===== src/rtl/lidar_frame_parser.sv =====
// lidar_frame_parser: byte-stream parser for LiDAR scan frames
//   0x55 0xAA, CT, FSA(16), LSA(16), [CS(16)], CT x 16-bit samples (little-endian).
// Emits per-frame min/max nonzero distance with the matching angle, a near-obstacle
// bitmap for the first ALERT_N samples, and error pulses for bad CT or an inter-byte
// timeout. Optional frame checksum: define LIDAR_CHECKSUM_EN.
module lidar_frame_parser #(
  parameter int MAX_CT       = 128,
  parameter int ALERT_N      = 16,
  parameter int ALERT_THRESH = 102,
  parameter int TIMEOUT_CYC  = 100000
) (
  input  logic               clk,
  input  logic               reset,
  input  logic               in_valid,
  input  logic [7:0]         in_byte,
  output logic               frame_valid,
  output logic               frame_err,
  output logic [1:0]         err_code,
  output logic [7:0]         ct,
  output logic [15:0]        fsa,
  output logic [15:0]        lsa,
  output logic [ALERT_N-1:0] obs_alert,
  output logic [15:0]        min_dist,
  output logic [15:0]        max_dist,
  output logic [15:0]        min_angle,
  output logic [15:0]        max_angle,
  output logic               busy
);
  localparam int TW = $clog2(TIMEOUT_CYC + 1);

  typedef enum logic [3:0] {
    IDLE, HDR1, CT, FSA_L, FSA_H, LSA_L, LSA_H,
`ifdef LIDAR_CHECKSUM_EN
    CS_L, CS_H,
`endif
    SMP_L, SMP_H, FINISH
  } state_t;

  state_t             state_reg, state_next;
  logic [7:0]         lo_reg;          // low byte of the 16-bit word in flight
  logic [7:0]         ct_reg;
  logic [2:0]         k_reg;           // log2(CT)
  logic [15:0]        fsa_reg, lsa_reg;
  logic [7:0]         idx_reg;
  logic [15:0]        min_reg, max_reg;
  logic [7:0]         min_idx_reg, max_idx_reg;
  logic               any_reg;         // at least one nonzero sample seen
  logic [ALERT_N-1:0] alert_reg;
  logic [TW-1:0]      tmo_reg;
  logic               pend_reg;        // FINISH happened last cycle: publish now
  logic               pend_ok_reg;     // checksum verdict captured in FINISH

  logic [15:0]        word;
  logic               ct_ok, timed, tmo_hit, cs_ok, near;
  logic [2:0]         ct_log2;
  logic [15:0]        step, min_ang, max_ang;
  logic [ALERT_N-1:0] idx_hit;

  assign word    = {in_byte, lo_reg};
  assign ct_ok   = (in_byte != 8'd0) && (32'(in_byte) <= MAX_CT) &&
                   ((in_byte & (in_byte - 8'd1)) == 8'd0);
  assign timed   = (state_reg != IDLE) && (state_reg != FINISH);
  assign tmo_hit = timed && !in_valid && (tmo_reg == TW'(TIMEOUT_CYC - 1));
  assign busy    = (state_reg != IDLE);
  assign near    = (word != 16'd0) && (32'(word) < ALERT_THRESH);
  // Angle interpolation; only the low 16 bits matter so the sweep may wrap through 0.
  assign step    = (lsa_reg - fsa_reg) >> k_reg;
  assign min_ang = fsa_reg + 16'(min_idx_reg) * step;
  assign max_ang = fsa_reg + 16'(max_idx_reg) * step;

  // One-hot decode of the current sample index onto the alert bitmap.
  generate
    for (genvar gi = 0; gi < ALERT_N; gi++) begin : g_idx_hit
      assign idx_hit[gi] = (32'(idx_reg) == gi);
    end
  endgenerate

  // CT is known to be a power of two when used, so the highest set bit is log2(CT).
  always_comb begin
    ct_log2 = 3'd0;
    for (int i = 0; i < 8; i++) begin
      if (in_byte[i]) ct_log2 = 3'(i);
    end
  end

`ifdef LIDAR_CHECKSUM_EN
  logic [15:0] cs_acc_reg, cs_rx_reg;
  assign cs_ok = (cs_acc_reg == cs_rx_reg);
`else
  assign cs_ok = 1'b1;
`endif

  // State register.
  always_ff @(posedge clk or posedge reset) begin
    if (reset) state_reg <= IDLE;
    else       state_reg <= state_next;
  end

  // Next-state logic: every state but FINISH moves only on an accepted byte.
  always_comb begin
    state_next = state_reg;
    if (tmo_hit) begin
      state_next = IDLE;
    end else begin
      case (state_reg)
        IDLE, FINISH: state_next = (in_valid && in_byte == 8'h55) ? HDR1 : IDLE;
        HDR1:  if (in_valid) state_next = (in_byte == 8'hAA) ? CT :
                                          (in_byte == 8'h55) ? HDR1 : IDLE;
        CT:    if (in_valid) state_next = ct_ok ? FSA_L : IDLE;
        FSA_L: if (in_valid) state_next = FSA_H;
        FSA_H: if (in_valid) state_next = LSA_L;
        LSA_L: if (in_valid) state_next = LSA_H;
`ifdef LIDAR_CHECKSUM_EN
        LSA_H: if (in_valid) state_next = CS_L;
        CS_L:  if (in_valid) state_next = CS_H;
        CS_H:  if (in_valid) state_next = SMP_L;
`else
        LSA_H: if (in_valid) state_next = SMP_L;
`endif
        SMP_L: if (in_valid) state_next = SMP_H;
        SMP_H: if (in_valid) state_next = (idx_reg == ct_reg - 8'd1) ? FINISH : SMP_L;
        default: state_next = IDLE;
      endcase
    end
  end

  // Frame accumulation: header fields, running statistics, timeout counter.
  always_ff @(posedge clk or posedge reset) begin
    if (reset) begin
      lo_reg <= '0; ct_reg <= '0; k_reg <= '0; fsa_reg <= '0; lsa_reg <= '0;
      idx_reg <= '0; min_reg <= 16'hFFFF; max_reg <= '0;
      min_idx_reg <= '0; max_idx_reg <= '0; any_reg <= 1'b0; alert_reg <= '0;
      tmo_reg <= '0; pend_reg <= 1'b0; pend_ok_reg <= 1'b0;
`ifdef LIDAR_CHECKSUM_EN
      cs_acc_reg <= '0; cs_rx_reg <= '0;
`endif
    end else begin
      pend_reg    <= (state_reg == FINISH);
      pend_ok_reg <= cs_ok;
      if (!timed || in_valid) tmo_reg <= '0;
      else                    tmo_reg <= tmo_reg + TW'(1);
      if (in_valid) begin
        case (state_reg)
          CT: if (ct_ok) begin
            ct_reg <= in_byte; k_reg <= ct_log2; idx_reg <= '0;
            min_reg <= 16'hFFFF; max_reg <= '0; min_idx_reg <= '0; max_idx_reg <= '0;
            any_reg <= 1'b0; alert_reg <= '0;
`ifdef LIDAR_CHECKSUM_EN
            cs_acc_reg <= 16'hAA55 ^ {8'h00, in_byte};
`endif
          end
          FSA_L, LSA_L, SMP_L: lo_reg <= in_byte;
          FSA_H: begin
            fsa_reg <= word;
`ifdef LIDAR_CHECKSUM_EN
            cs_acc_reg <= cs_acc_reg ^ word;
`endif
          end
          LSA_H: begin
            lsa_reg <= word;
`ifdef LIDAR_CHECKSUM_EN
            cs_acc_reg <= cs_acc_reg ^ word;
`endif
          end
`ifdef LIDAR_CHECKSUM_EN
          CS_L: lo_reg <= in_byte;
          CS_H: cs_rx_reg <= word;
`endif
          SMP_H: begin
            idx_reg <= idx_reg + 8'd1;
`ifdef LIDAR_CHECKSUM_EN
            cs_acc_reg <= cs_acc_reg ^ word;
`endif
            // Zero means "no return"; strict compares keep the earliest index on ties.
            if (word != 16'd0) begin
              any_reg <= 1'b1;
              if (!any_reg || word < min_reg) begin min_reg <= word; min_idx_reg <= idx_reg; end
              if (!any_reg || word > max_reg) begin max_reg <= word; max_idx_reg <= idx_reg; end
            end
            if (near) alert_reg <= alert_reg | idx_hit;
          end
          default: ;
        endcase
      end
    end
  end

  // Result publication and error pulses; results change only on a good frame.
  always_ff @(posedge clk or posedge reset) begin
    if (reset) begin
      frame_valid <= 1'b0; frame_err <= 1'b0; err_code <= '0;
      ct <= '0; fsa <= '0; lsa <= '0; obs_alert <= '0;
      min_dist <= '0; max_dist <= '0; min_angle <= '0; max_angle <= '0;
    end else begin
      frame_valid <= 1'b0;
      frame_err   <= 1'b0;
      if (state_reg == CT && in_valid && !ct_ok) begin
        frame_err <= 1'b1; err_code <= 2'd0;
      end else if (tmo_hit) begin
        frame_err <= 1'b1; err_code <= 2'd1;
      end else if (pend_reg && !pend_ok_reg) begin
        frame_err <= 1'b1; err_code <= 2'd2;
      end else if (pend_reg) begin
        frame_valid <= 1'b1;
        ct          <= ct_reg;
        fsa         <= fsa_reg;
        lsa         <= lsa_reg;
        obs_alert   <= alert_reg;
        min_dist    <= any_reg ? min_reg : 16'd0;
        max_dist    <= any_reg ? max_reg : 16'd0;
        min_angle   <= any_reg ? min_ang : fsa_reg;
        max_angle   <= any_reg ? max_ang : fsa_reg;
      end
    end
  end
endmodule

===== config.mk =====
export PLATFORM = sky130hd
export DESIGN_NAME = lidar_frame_parser
export DESIGN_NICKNAME = d
export VERILOG_FILES = /design/src/rtl/lidar_frame_parser.sv
export SDC_FILE = /design/constraint.sdc
export NUM_CORES = 1
export LEC_CHECK = 0
export BUFFER_PORTS_ARGS = -buffer_cell sky130_fd_sc_hd__buf_2
export CORE_MARGIN = 2
export CORE_UTILIZATION = 35
export CTS_CLUSTER_SIZE = 12
export DETAILED_ROUTE_END_ITERATION = 16
export SETUP_SLACK_MARGIN = 0.02
export SYNTH_ARGS = -nofsm -noshare
export SYNTH_HDL_FRONTEND = slang
export SYNTH_SLANG_ARGS = --single-unit
export TNS_END_PERCENT = 1

===== constraint.sdc =====
create_clock -name clk -period 10.33 [get_ports clk]
set_clock_uncertainty 0.2 [all_clocks]
set_input_delay 2.066 -clock clk [delete_from_list [all_inputs] [get_ports clk]]
set_output_delay 2.066 -clock clk [all_outputs]
set_load 0.02 [all_outputs]

==> results of run 1 <==
-- worst min-delay path: stages (launching register included) --
cell,delay [ns]
dfrtp_1,0.33
nand2_1,0.05
nand2_1,0.04
-- metrics by stage --
stage / hold WS (ns) / std cells / util / instance area [sq um] / worst slack (ns)
floorplan: 0.240 / 2207 / - / 20000 / 0.623
global placement: 0.247 / 3009 / 0.379 / 21400 / 2.09
detailed placement: 0.251 / 3009 / 0.379 / 21400 / 1.85
CTS: 0.264 / 3061 / 0.395 / 22300 / 1.83
global route: 0.293 / 3061 / 0.395 / 22300 / 1.26
finish: 0.259 / 3061 / 0.395 / 22300 / 1.73
-- cells by family after synthesis --
family,Yosys count
AND/OR/NAND/NOR,779
buffers and inverters,386
AO/OA/AOI/OAI,351
flip-flops,271
adder cells (fa/ha/maj),251
XOR/XNOR,85
multiplexers,83
other,1
-- layout make-up --
cell class | count | area, sq um
clock inverters | 7 | 93.8
inverters | 278 | 1050
fillers | 5653 | 34200
flip-flops and latches | 271 | 6800
repair buffers | 154 | 818
well taps | 756 | 946
multi-input cells | 1550 | 11800
clock buffers | 45 | 857
-- cells in the mapped netlist, drive strengths merged, types with 51 or more instances --
master / n / share of area
nor2: 130 / 0.024
dfrtp: 255 / 0.32
and2: 92 / 0.029
ha: 102 / 0.064
o21ai: 145 / 0.037
nand3: 59 / 0.015
inv: 277 / 0.052
mux2: 51 / 0.029
a21oi: 92 / 0.023
clkbuf: 85 / 0.016
nand2: 366 / 0.069
fa: 149 / 0.15
xnor2: 54 / 0.024
-- worst paths after layout --
path | to | start | slack, ns | cells past startpoint
hold reg to reg | max_dist[10]$_DFFE_PP0P_ | max_dist[10]$_DFFE_PP0P_ | 0.26 | 2
setup / recovery | min_angle[15]$_DFFE_PP0P_ | fsa_reg[0]$_DFFE_PP0P_ | 1.73 | 33
min in group asynchronous | obs_alert[15]$_DFFE_PP0P_ | reset | 1.31 | 2
setup reg to reg | min_angle[15]$_DFFE_PP0P_ | fsa_reg[0]$_DFFE_PP0P_ | 1.73 | 33
hold / removal | max_dist[10]$_DFFE_PP0P_ | max_dist[10]$_DFFE_PP0P_ | 0.26 | 2
max in group asynchronous | min_angle[4]$_DFFE_PP0P_ | reset | 7.13 | 3
-- metal layers --
layer  track usage  wire length, microns  vias to the layer above  part of all wire
met5             0                    23                        -           0.00041
met4        0.0420                  1210                        4             0.022
met3        0.0353                  3480                       82             0.062
met2         0.311                 25900                      453              0.46
met1         0.260                 25200                     7678              0.45
li1              -                     -                     7262                 -
==> out/metrics.cfg, run 1 <==
[routing]
detail_route.first_pass.iterations = 5
detail-route-antenna-nets = 0
detail_route.drc_violations = 0
via_per_inst = 5.06
drt-total-wl_mm = 55.8
detail_route.iter0.violations = 1077
vias = 15479
final_routed_wire_length_divided_by_cell_count_microns = 18.2

[critical_path]
critPathMaxFanout = 16
timing.setup.critical_path_class = reg -> reg
worstPathBufferInverterCount = 4
required_ns = 10.62
critical-path-slowest-cell = o21ai_1
worst_path_dominant_cell_family = adder cells
critPathCaptureType = register
worstPathArrival_ns = 8.88
critical-path-max-stage-delay_ns = 0.97
crit_path_start_kind = register

[run]
max_cap_violations = 0

[synth]
synth.net_count = 2469
post_synth_inst_count = 2207
synth_area_per_cell_sq_um = 9.07
synth_cell_types = 77
synthSimpleGateAreaFrac = 0.179
synthesized_area_fraction_occupied_by_xor_and_xnor_cells = 0.0410
synth-main-ff-cell = dfrtp_1
synth_fa_ha_area_frac = 0.213
synth_sequential_area_ratio = 0.340
synthArstFlopShare = 1.00
synth_top_family_by_area = adder cells
synth.area.mux_share = 0.0468
yosys_warnings = 0
synth_seq_cells = 271
syn-cell-area_sq_um = 20000
post_synth_edffs = 0
synth_compound_gate_area_share = 0.107

[placement]
detailedPlacementHpwl_mm = 41.6
routabilityCongestion = 0.886
numPortBuffers = 135

[clocking]
postCtsSetupRepairBufs = 0
cts_repair_resize_count = 0
cts-hold-fix-buffers = 0
cts_max_level = 1
cts_max_path_buffers = 3
tritoncts_num_sinks = 271
worstSkewPairLatency_ns = 0.62
cts_inserted_buffers = 30
cts_tree = done
clk_pin_slew_ns = 0.06
cts_root_buf = clkbuf_16

[floorplanning]
start_util = 0.354
fp-row-count = 87
die_footprint_sq_um = 59100
die_width_microns = 243
ioPinCount = 136
fp.dieH_microns = 243
core_area_sq_um = 56500

[min_path]
timing.hold.worst.class = reg -> reg

[sta]
final-hold-violation-count = 0
tcrit_tclk_final = 0.832
rsz_0062_raised_after_global_routing = no
setup-tns-final_ns = 0
post-route-min-period_ns = 8.60
maxSlewViolCount = 0
finalSetupViolCount = 0
slew_headroom = 0.144
timing.fmax_ghz = 0.116
slew_of_the_pin_with_the_lowest_slew_margin_ns = 1.28

[global_route]
largest_net_degree_at_the_start_of_global_routing = 84
global_route_wire_length_before_repair_mm = 89.3
grt_remaining_overflow = 0
grtUsageTotal = 0.190
antenna_found_initial = 2
grt_pass1_vias = 15833

[cells_and_area]
most_frequent_standard_cell_in_the_layout_excluding_fill_and_tap_cells = nand2_1
area_delta_synth_final_pct = 11.6
mostFrequentLayoutCells = 365 x nand2_1, 274 x inv_1, 254 x dfrtp_1, 149 x fa_1, 139 x o21ai_0
layout-drive-gt1-share = 0.128
nets = 2547
antenna-diode-count = 0

[run_status]
status = complete, no violations

Power of run 1 is not shown: default switching activity piles up to over one toggle a cycle in this logic, so the estimate is an artifact.
==> run 2: changes to the inputs <==
- clock period: 10.33 -> 7.45 ns (I/O delays scaled with it)
==> out/metrics.cfg, run 2 (synthesis gave the netlist of run 1 again) <==
[placement]
place_area_sq_um = 22300  ; was 21400 sq um
routabilityCongestion = 0.891  ; was 0.886
detailedPlacementHpwl_mm = 41.8  ; was 41.6 mm
post-place-cells = 3122  ; was 3009
numPortBuffers = 135  ; unchanged

[run]
max_cap_violations = 0  ; unchanged

[critical_path]
critPathMaxFanout = 5  ; was 16
timing.setup.critical_path_class = reg -> reg  ; unchanged
required_ns = 7.75  ; was 10.62 ns
critPathCaptureType = register  ; unchanged
critical-path-max-stage-delay_ns = 0.54  ; was 0.97 ns
critical-path-slowest-cell = fa_1  ; was o21ai_1
worstPathBufferInverterCount = 6  ; was 4
worst_path_dominant_cell_family = adder cells  ; unchanged
cpMostUsedCell = fa_1
worstPathArrival_ns = 7.63  ; was 8.88 ns
crit_path_start_kind = register  ; unchanged

[routing]
vias = 16032  ; was 15479
detail-route-antenna-nets = 0  ; unchanged
detail_route.iter0.violations = 1066  ; was 1077
drt-total-wl_mm = 56.6  ; was 55.8 mm
detail_route.first_pass.iterations = 5  ; unchanged
detail_route.drc_violations = 0  ; unchanged
final_routed_wire_length_divided_by_cell_count_microns = 17.7  ; was 18.2 microns
via_per_inst = 5.01  ; was 5.06

[sta]
timing.fmax_ghz = 0.137  ; was 0.116 GHz
post-route-min-period_ns = 7.32  ; was 8.60 ns
slew_of_the_pin_with_the_lowest_slew_margin_ns = 1.01  ; was 1.28 ns
tcrit_tclk_final = 0.983  ; was 0.832
finalSetupViolCount = 0  ; unchanged
maxSlewViolCount = 0  ; unchanged
slew_headroom = 0.327  ; was 0.144
timing.hold.ws_ns = 0.259  ; about the same
final-hold-violation-count = 0  ; unchanged
rsz_0062_raised_after_global_routing = yes  ; was no

[clocking]
worstSkewPairLatency_ns = 0.61  ; was 0.62 ns
cts_max_path_buffers = 3  ; unchanged
clk_pin_slew_ns = 0.06  ; about the same
tritoncts_num_sinks = 271  ; unchanged
cts-hold-fix-buffers = 0  ; unchanged
cts_root_buf = clkbuf_16  ; unchanged
cts_max_level = 1  ; unchanged
cts_inserted_buffers = 30  ; unchanged
cts_tree = done  ; unchanged

[global_route]
largest_net_degree_at_the_start_of_global_routing = 171  ; was 84
antenna_found_initial = 4  ; was 2
grtUsageTotal = 0.190  ; about the same
grtUsageMet2 = 0.322  ; was 0.311
global_route_wire_length_before_repair_mm = 90.1  ; was 89.3 mm
grt_use_met3 = 0.0316  ; was 0.0353
grt_pass1_vias = 16549  ; was 15833
gr-usage-met1 = 0.251  ; was 0.260
grt_remaining_overflow = 0  ; unchanged
top_usage_layer = met2  ; unchanged

[floorplanning]
die_footprint_sq_um = 59100  ; unchanged
fp-row-count = 87  ; unchanged
start_util = 0.354  ; unchanged
die_width_microns = 243  ; unchanged
core_area_sq_um = 56500  ; unchanged
fp.dieH_microns = 243  ; unchanged
ioPinCount = 136  ; unchanged

[cells_and_area]
mostFrequentLayoutCells = 358 x nand2_1, 262 x inv_1, 254 x dfrtp_1, 141 x fa_1, 139 x buf_4  ; was 365 x nand2_1, 274 x inv_1, 254 x dfrtp_1, 149 x fa_1, 139 x o21ai_0
layout-drive-gt1-share = 0.218  ; was 0.128
post_layout_util = 0.425  ; was 0.395
layout.filler_cells = 5484  ; was 5653
most_frequent_standard_cell_in_the_layout_excluding_fill_and_tap_cells = nand2_1  ; unchanged
nets = 2682  ; was 2547
postLayoutCellArea_sq_um = 24000  ; was 22300 sq um
stdcell_count = 3200  ; was 3061
area_delta_synth_final_pct = 20.0  ; was 11.6%
antenna-diode-count = 0  ; unchanged

[min_path]
timing.hold.worst.class = reg -> reg  ; unchanged

[run_status]
status = complete, no violations  ; unchanged

-- run 2: cell count changes in the layout (fill, tap and decap cells not counted), sizes merged --
cell	delta
clkbuf	+1
mux4	+1
clkinv	+4
clkinvlp	-1
buf	+134
-- run 2: final timing paths --
check / startpoint / endpoint / slack [ns] / depth (start not counted)
worst max-delay path: lsa_reg[0]$_DFFE_PP0P_ / min_angle[15]$_DFFE_PP0P_ / 0.13 / 33
worst min-delay path: max_dist[6]$_DFFE_PP0P_ / max_dist[6]$_DFFE_PP0P_ / 0.26 / 2
worst max register to register: lsa_reg[0]$_DFFE_PP0P_ / min_angle[15]$_DFFE_PP0P_ / 0.13 / 33
worst min register to register: max_dist[6]$_DFFE_PP0P_ / max_dist[6]$_DFFE_PP0P_ / 0.26 / 2
max in group asynchronous: reset / any_reg$_DFFE_PP0P_ / 4.72 / 3
min in group asynchronous: reset / lsa[3]$_DFFE_PP0P_ / 0.83 / 2
-- run 2: repair_timing --
item,4_1_cts,5_1_grt
gates cloned,1,0
pin swaps,32,83
setup buffers,8,16
endpoints found under the hold margin,0,0
endpoints found under the setup margin,5,6
gates resized for setup,45,112
-- run 2: final cells by class --
class / instances / area, sq um / share of cell area
timing repair buffer: 288 / 1930 / 0.0804
clock inverter: 10 / 104 / 0.00432
tap: 756 / 946 / 0.0394
multi-input combinational: 1551 / 12300 / 0.514
clock buffer: 46 / 841 / 0.0350
inverter: 278 / 1050 / 0.0436
sequential: 271 / 6800 / 0.283
-- run 2: tightest hold or removal path, cell delays in order, from the launching register on --
cell and delay (ns):
dfrtp_1 0.34, nand2_1 0.05, nand2_1 0.04
-- run 2: routing by layer --
| layer | part of all wire | wire, microns |
|---|---|---|
| met1 | 0.44 | 24800 |
| met2 | 0.47 | 26800 |
| met3 | 0.055 | 3130 |
| met4 | 0.031 | 1760 |
| met5 | 0.0013 | 73 |
-- run 2: through the flow --
step                TNS (ns)  setup slack (ns)
global placement      -0.140            -0.140
detailed placement    -0.760            -0.430
CTS                        0            0.0187
global route          -0.603            -0.205
floorplan                  0             0.169
finish                     0             0.127
Power of run 2 is left out for the same reason.
==> run 3: changes to the inputs <==
- RECOVER_POWER: default -> 100
==> out/metrics.cfg, run 3 (synthesis gave the netlist of run 1 again) <==
[routing]
detail_route.iter0.violations = 1070  ; was 1066
drt-total-wl_mm = 56.6  ; about the same
detail_route.first_pass.iterations = 6  ; was 5
vias = 16021  ; was 16032
final_routed_wire_length_divided_by_cell_count_microns = 17.7  ; about the same
detail-route-antenna-nets = 0  ; unchanged
via_per_inst = 5.01  ; about the same
detail_route.drc_violations = 0  ; unchanged

[sta]
finalSetupViolCount = 0  ; unchanged
final-hold-violation-count = 0  ; unchanged
slew_headroom = -1.80  ; was 0.327
timing.fmax_ghz = 0.137  ; about the same
post-route-min-period_ns = 7.32  ; about the same
rsz_0062_raised_after_global_routing = yes  ; unchanged
slew_of_the_pin_with_the_lowest_slew_margin_ns = 4.20  ; was 1.01 ns
maxSlewViolCount = 381  ; was 0
tcrit_tclk_final = 0.982  ; was 0.983

[placement]
detailedPlacementHpwl_mm = 41.8  ; unchanged
routabilityCongestion = 0.891  ; unchanged
place_area_sq_um = 22300  ; unchanged
numPortBuffers = 135  ; unchanged

[critical_path]
crit_path_start_kind = register  ; unchanged
critical-path-slowest-cell = fa_1  ; unchanged
critPathMaxFanout = 4  ; was 5
worstPathArrival_ns = 7.62  ; was 7.63 ns
rr_worst_depth = 30  ; was 33
crit-reg2reg-launch = lsa_reg[0]$_DFFE_PP0P_  ; unchanged
timing.setup.critical_path_class = reg -> reg  ; unchanged
timing.reg2reg.setup_slack_ns = 0.13  ; about the same
critical-path-max-stage-delay_ns = 0.56  ; was 0.54 ns
required_ns = 7.75  ; about the same
timing.rr.end = max_angle[15]$_DFFE_PP0P_  ; was min_angle[15]$_DFFE_PP0P_
critPathCaptureType = register  ; unchanged

[floorplanning]
die_width_microns = 243  ; unchanged
fp.dieH_microns = 243  ; unchanged
fp-row-count = 87  ; unchanged
core_area_sq_um = 56500  ; unchanged
die_footprint_sq_um = 59100  ; unchanged
ioPinCount = 136  ; unchanged
start_util = 0.354  ; unchanged

[global_route]
grt_remaining_overflow = 0  ; unchanged
global_route_wire_length_before_repair_mm = 90.1  ; unchanged
antenna_found_initial = 3  ; was 4
largest_net_degree_at_the_start_of_global_routing = 171  ; unchanged
grt_pass1_vias = 16549  ; unchanged
grtUsageTotal = 0.190  ; unchanged

[cells_and_area]
multi_input_comb_area_sq_um = 12300  ; about the same
layout.filler_cells = 5551  ; was 5484
postLayoutCellArea_sq_um = 23800  ; was 24000 sq um
layout-drive-gt1-share = 0.161  ; was 0.218
nets = 2682  ; unchanged
sequential_cell_area_sq_um = 6800  ; unchanged
antenna-diode-count = 0  ; unchanged
most_frequent_standard_cell_in_the_layout_excluding_fill_and_tap_cells = nand2_1  ; unchanged
mostFrequentLayoutCells = 358 x nand2_1, 263 x inv_1, 254 x dfrtp_1, 147 x clkbuf_1, 141 x fa_1  ; was 358 x nand2_1, 262 x inv_1, 254 x dfrtp_1, 141 x fa_1, 139 x buf_4
area_delta_synth_final_pct = 18.9  ; was 20.0%

[clocking]
worstSkewPairLatency_ns = 0.61  ; about the same
cts_root_buf = clkbuf_16  ; unchanged
tritoncts_num_sinks = 271  ; unchanged
cts_max_path_buffers = 3  ; unchanged
cts_tree = done  ; unchanged
cts_max_level = 1  ; unchanged
cts_inserted_buffers = 30  ; unchanged
clk_pin_slew_ns = 0.06  ; about the same

[min_path]
holdPathStages = 2  ; unchanged
hold_start = max_dist[6]$_DFFE_PP0P_  ; unchanged
timing.hold.worst.class = reg -> reg  ; unchanged
worstHoldEndpoint = max_dist[6]$_DFFE_PP0P_  ; unchanged

[run_status]
violations = capacitance limit, slew limit
status = complete, but fails checks  ; was complete, no violations

[run]
max_cap_violations = 6  ; was 0

==> run 3: changes by cell type in the layout (fill, tap and decap cells not counted), moves of 2 or more <==
cell      delta
and2_0       +4
and2_1       -4
buf_2      -126
buf_4       -10
clkbuf_1   +134
clkbuf_2     +3
inv_2        -2
==> run 3: layout make-up <==
class / count / area share
sequential: 271 / 0.286
timing repair buffer: 288 / 0.0724
inverter: 278 / 0.0439
tap: 756 / 0.0398
multi-input combinational: 1551 / 0.518
clock buffer: 46 / 0.0354
clock inverter: 10 / 0.00437
==> run 3: through the flow <==
stage | util | setup slack, ns | instances | hold WS [ns] | TNS (ns)
floorplan | - | 0.169 | 2207 | 0.240 | 0
global placement | 0.394 | -0.140 | 3122 | 0.247 | -0.140
detailed placement | 0.394 | -0.430 | 3122 | 0.251 | -0.760
CTS | 0.416 | 0.0187 | 3186 | 0.264 | 0
global route | 0.421 | -0.205 | 3200 | 0.289 | -0.731
finish | 0.421 | 0.132 | 3200 | 0.260 | 0
==> run 3: how the worst max path moves through the flow <==
| stage | startpoint | endpoint | slack (ns) |
|---|---|---|---|
| 2_1_floorplan | fsa_reg[2]$_DFFE_PP0P_ | min_angle[15]$_DFFE_PP0P_ | 0.17 |
| 3_5_place_dp | fsa_reg[0]$_DFFE_PP0P_ | min_angle[15]$_DFFE_PP0P_ | -0.43 |
| 6_report | lsa_reg[0]$_DFFE_PP0P_ | max_angle[15]$_DFFE_PP0P_ | 0.13 |
| 3_3_place_gp | fsa_reg[0]$_DFFE_PP0P_ | min_angle[15]$_DFFE_PP0P_ | -0.14 |
| 4_1_cts | lsa_reg[0]$_DFFE_PP0P_ | max_angle[15]$_DFFE_PP0P_ | 0.02 |
| 5_1_grt | lsa_reg[0]$_DFFE_PP0P_ | min_angle[15]$_DFFE_PP0P_ | -0.20 |
==> run 3: timing repair <==
item / 4_1_cts / 5_1_grt
buffers inserted: 8 / 16
gates resized for setup: 45 / 112
pin swaps: 32 / 83
setup endpoints to repair: 5 / 6
hold buffers: 0 / 0
cloned: 1 / 0
==> run 3: per-layer routing <==
layer	up-vias	wire length (microns)	global-route usage
met5	-	59	0
li1	7545	-	-
met3	110	3050	0.0316
met1	7934	24900	0.251
met2	428	26900	0.322
met4	4	1770	0.0532
==> run 3: critical path: cells and delay by family (launching register included) <==
kind / cells / cell delay, ns
muxes: 2 / 0.85
buffers and inverters: 8 / 0.89
AOI/OAI and AO/OA: 6 / 1.18
xor gates and xnor gates: 3 / 0.58
adders and majority gates: 7 / 2.74
DFF: 1 / 0.38
and+or+nand+nor: 4 / 0.38
Power of run 3 is left out for the same reason.
